===== src/rtl/key_scheduler.sv =====
// key_scheduler
//   Emits NUM_ROUNDS+1 round keys derived from a 20-bit cipher key, one key per
//   valid/ready handshake. Each key after the first is the previous key
//   rotated right by 7, with the top nibble passed through the PRESENT S-box
//   and bits [7:4] XORed with the LSB of the new round index.
//
//   Optional feature: define KEY_SCHED_RELOAD_EN to let a load arriving while
//   keys are still being emitted restart the sequence. A same-cycle handshake
//   is then ignored. Without the macro, a load during emission is ignored.
//
// Ports
//   clk        in   single clock, rising edge
//   rst        in   asynchronous active-high reset
//   key_in     in   [19:0] initial key, sampled on an accepted load
//   load       in   start request
//   round_key  out  [19:0] current round key (registered)
//   round_idx  out  [4:0]  index of round_key, 0..NUM_ROUNDS (registered)
//   rk_valid   out  round_key/round_idx valid
//   rk_ready   in   consumer accepts; handshake = rk_valid & rk_ready
//   busy       out  high while keys are being emitted
//   done       out  one-cycle pulse after the final key handshake
module key_scheduler #(
  parameter int NUM_ROUNDS = 31
) (
  input  logic        clk,
  input  logic        rst,
  input  logic [19:0] key_in,
  input  logic        load,
  output logic [19:0] round_key,
  output logic [4:0]  round_idx,
  output logic        rk_valid,
  input  logic        rk_ready,
  output logic        busy,
  output logic        done
);

  localparam int         KEY_W    = 20;
  localparam logic [4:0] LAST_IDX = 5'(NUM_ROUNDS);

  localparam logic [0:0] ST_IDLE = 1'b0;
  localparam logic [0:0] ST_EMIT = 1'b1;

  logic [0:0]       state_q, state_d;
  logic [KEY_W-1:0] key_q, key_d;
  logic [4:0]       idx_q, idx_d;
  logic             done_q, done_d;

  logic             hs;
  logic             load_acc;
  logic [4:0]       idx_inc;

  // PRESENT 4-bit S-box
  function automatic logic [3:0] sbox(input logic [3:0] x);
    case (x)
      4'h0:    return 4'hC;
      4'h1:    return 4'h5;
      4'h2:    return 4'h6;
      4'h3:    return 4'hB;
      4'h4:    return 4'h9;
      4'h5:    return 4'h0;
      4'h6:    return 4'hA;
      4'h7:    return 4'hD;
      4'h8:    return 4'h3;
      4'h9:    return 4'hE;
      4'hA:    return 4'hF;
      4'hB:    return 4'h8;
      4'hC:    return 4'h4;
      4'hD:    return 4'h7;
      4'hE:    return 4'h1;
      default: return 4'h2;
    endcase
  endfunction

  // One key-schedule step: rotate right by 7, S-box the top nibble,
  // fold the round-index LSB into bits [7:4].
  function automatic logic [KEY_W-1:0] update_key(input logic [KEY_W-1:0] k,
                                                  input logic             b);
    logic [KEY_W-1:0] t;
    t        = {k[6:0], k[19:7]};
    t[19:16] = sbox(t[19:16]);
    t[7:4]   = t[7:4] ^ {4{b}};
    return t;
  endfunction

  assign hs      = (state_q == ST_EMIT) && rk_ready;
  assign idx_inc = idx_q + 5'd1;

`ifdef KEY_SCHED_RELOAD_EN
  assign load_acc = load;
`else
  assign load_acc = load && (state_q == ST_IDLE);
`endif

  // Next-state: an accepted load wins over a same-cycle handshake.
  always_comb begin
    state_d = state_q;
    key_d   = key_q;
    idx_d   = idx_q;
    done_d  = 1'b0;
    if (load_acc) begin
      state_d = ST_EMIT;
      key_d   = key_in;
      idx_d   = 5'd0;
    end else if (hs) begin
      if (idx_q == LAST_IDX) begin
        state_d = ST_IDLE;
        done_d  = 1'b1;
      end else begin
        key_d = update_key(key_q, idx_inc[0]);
        idx_d = idx_inc;
      end
    end
  end

  // State registers: key/idx keep their last values in IDLE.
  always_ff @(posedge clk or posedge rst) begin
    if (rst) begin
      state_q <= ST_IDLE;
      key_q   <= '0;
      idx_q   <= '0;
      done_q  <= 1'b0;
    end else begin
      state_q <= state_d;
      key_q   <= key_d;
      idx_q   <= idx_d;
      done_q  <= done_d;
    end
  end

  assign round_key = key_q;
  assign round_idx = idx_q;
  assign rk_valid  = (state_q == ST_EMIT);
  assign busy      = (state_q == ST_EMIT);
  assign done      = done_q;

endmodule


===== config.mk =====
export PLATFORM = sky130hd
export DESIGN_NAME = key_scheduler
export DESIGN_NICKNAME = d
export VERILOG_FILES = /design/src/rtl/key_scheduler.sv
export SDC_FILE = /design/constraint.sdc
export NUM_CORES = 1
export LEC_CHECK = 0
export BUFFER_PORTS_ARGS = -buffer_cell sky130_fd_sc_hd__buf_2
export CAP_MARGIN = 25
export CORE_MARGIN = 2
export CORE_UTILIZATION = 30
export CTS_CLUSTER_DIAMETER = 40
export CTS_CLUSTER_SIZE = 16
export DETAILED_ROUTE_END_ITERATION = 12
export SKIP_CTS_REPAIR_TIMING = 1
export SLEW_MARGIN = 15
export SYNTH_ARGS = -nofsm -noshare
export SYNTH_HDL_FRONTEND = slang
export SYNTH_SLANG_ARGS = --single-unit

===== constraint.sdc =====
create_clock -name clk -period 3.35 [get_ports clk]
set_clock_uncertainty 0.1 [all_clocks]
set_input_delay 0.335 -clock clk [delete_from_list [all_inputs] [get_ports clk]]
set_output_delay 0.335 -clock clk [all_outputs]
set_load 0.1 [all_outputs]

==> run metrics <==
RSZ-0062 raised after global routing no; total track usage 0.141; routability cong. 0.755; critical path's most frequent cell ha_1; Post-Syn Nets 184; Reg-to-Reg End round_key[16]$_DFFE_PP0P_; max cap viols 0; initial antenna violation count 0; synthesized area 1490 um2; top_reg_cell synth dfrtp_1; reg2reg start round_idx[0]$_DFFE_PP0P_; Hold Vio Cnt, Final 2; most common cell after layout, fill and taps aside buf_2; DR iter-0 viols 62; post-synth top area share 0.455; Slew headroom 0.443; Post-synth EDFFs 0; Post-DP Area 1790 um2; first-pass GRT wire length 5.98 mm; Max Freq 415 MHz; Syn Inst Count 153; CP delay by family, top compound AO/OA/AOI/OAI gates; CP max-delay cell dfrtp_1; Worst EP required 3470 ps; Clock Path Buffers 2; post-route minimum period 2410 ps; dominant cell type by area after synthesis dfrtp_1; Post-route DRC 0; final setup margin 940 ps; Hold Slack -0.778 ps; R2R cell count 6; run status complete, but fails checks; Setup violations, final 0; worst-skew pair later-pin latency 280 ps; reg2reg setup slack 940 ps; DR vias/cell 4.76; most frequent cells in the layout buf_2 (51), dfrtp_1 (27), nand2_1 (20); Least-Margin Pin Slew 833 ps; Setup WS pre-CTS 965 ps; CTS HTree Levels 1; period utilisation layout 0.719; fraction of final layout cells with drive strength greater than 1 0.303; antenna diode count 0; register bit count reported by yosys 27; die height 74.4 um; overall routed net length 3.71 mm; NumNets Final 230; crit path from round_idx[0]$_DFFE_PP0P_; register area share after synthesis 0.455; Hold Path Class in2async; ANT nets after route 0; unique cell type count in the Yosys netlist 34; clk root buf clkbuf_8; hpwl dp 2.67 mm; Die Footprint 5530 um2; IO Count 52; Area Growth Syn to Fin 23.6%; WP buf/inv 0; asr flop ratio synth 1.00; Vias 1262; setup_tns 0 ps; Std-Cell Rows 25; CP max FO 15; YS warnings 0; total CTS buffers 3; synthesized area per cell 9.72 um2; clock-pin slew on the worst setup and hold paths 100 ps; Core Footprint 4750 um2; CP max stage delay 510 ps; failing checks hold timing; Setup Crit Path Kind reg2reg; pin count of the biggest net entering global routing 25; first-pass detailed-route iteration total 4; max-slew violations 0; post-DR wirelength/cell 14.0 um; die width 74.4 um; total congestion overflow 0; top cells by area, synth dfrtp_1 (45%), ha_1 (5.9%), a21o_1 (5.1%); post-route design area 1840 um2; CP startpoint kind flop; number of global-route vias before repair 1232; CTS tree yes; Sink Count 27; # port buffers 51; Worst EP arrival 2530 ps; critical-path cell list ha_1 > and3_1 > ha_1 > nand3b_1 > a2111oi_0 > a221o_1; endpoint class of the critical path flop; Starting Density 0.313
metrics by stage:
stage                util  instances
floorplan               -        153
global placement    0.371        260
detailed placement  0.377        261
CTS                 0.386        265
global route        0.386        265
finish              0.386        265
worst reg2reg max path, cell delays in order, from the launching register on:
cell and delay [ps]:
dfrtp_1 510, ha_1 260, and3_1 180, ha_1 190, nand3b_1 460, a2111oi_0 500
a221o_1 160
worst max path at each step:
stage,cells after the start,slack [ps],endpoint
CTS,6,940,round_key[16]$_DFFE_PP0P_
global placement,6,1020,round_key[16]$_DFFE_PP0P_
detailed placement,6,970,round_key[16]$_DFFE_PP0P_
global route,6,660,round_key[16]$_DFFE_PP0P_
floorplan,8,830,round_key[1]$_DFFE_PP0P_
finish,6,940,round_key[16]$_DFFE_PP0P_
state kept, by name, indices dropped and copies added (netlist names):
| signal | count |
|---|---|
| busy | 1 |
| done | 1 |
| round_key | 20 |
| round_idx | 5 |
area by class of cell:
cell class	count	area (um2)
sequential	27	676
timing repair buffer	54	298
multi-input combinational	108	714
fill	523	2920
clock buffer	3	41.3
clock inverter	1	5.00
tap	67	83.8
inverter	5	18.8
metal layers:
layer,vias to the layer above,global-route usage,share of wire
met1,593,0.206,0.50
met4,0,0.0357,0.010
met2,32,0.212,0.44
met3,4,0.0312,0.051
li1,633,-,-
met5,-,0,0
cell usage after synthesis (2+ instances only):
| master | instances |
|---|---|
| a2111o_1 | 2 |
| a21o_1 | 10 |
| a21oi_1 | 2 |
| a221o_1 | 2 |
| a22o_1 | 8 |
| a31oi_1 | 7 |
| a32o_1 | 2 |
| and3_1 | 2 |
| buf_2 | 8 |
| buf_4 | 3 |
| dfrtp_1 | 27 |
| ha_1 | 7 |
| inv_1 | 5 |
| nand2_1 | 20 |
| nand2b_1 | 3 |
| nand3_1 | 5 |
| nand3b_1 | 2 |
| nor2_1 | 14 |
| nor2b_1 | 2 |
| o21ai_0 | 3 |
| or3_1 | 2 |
| xnor2_1 | 5 |
cell families after synthesis:
kind of cell	after synthesis	synth area share
flip-flops	27	0.455
XOR/XNOR	5	0.0295
multiplexers	2	0.0143
AND/OR/NAND/NOR	53	0.164
adder cells (fa/ha/maj)	7	0.0589
buffers and inverters	18	0.0648
AO/OA/AOI/OAI	41	0.214
Power is not shown: default switching activity piles up to over one toggle a cycle in this logic, so the estimate is an artifact.
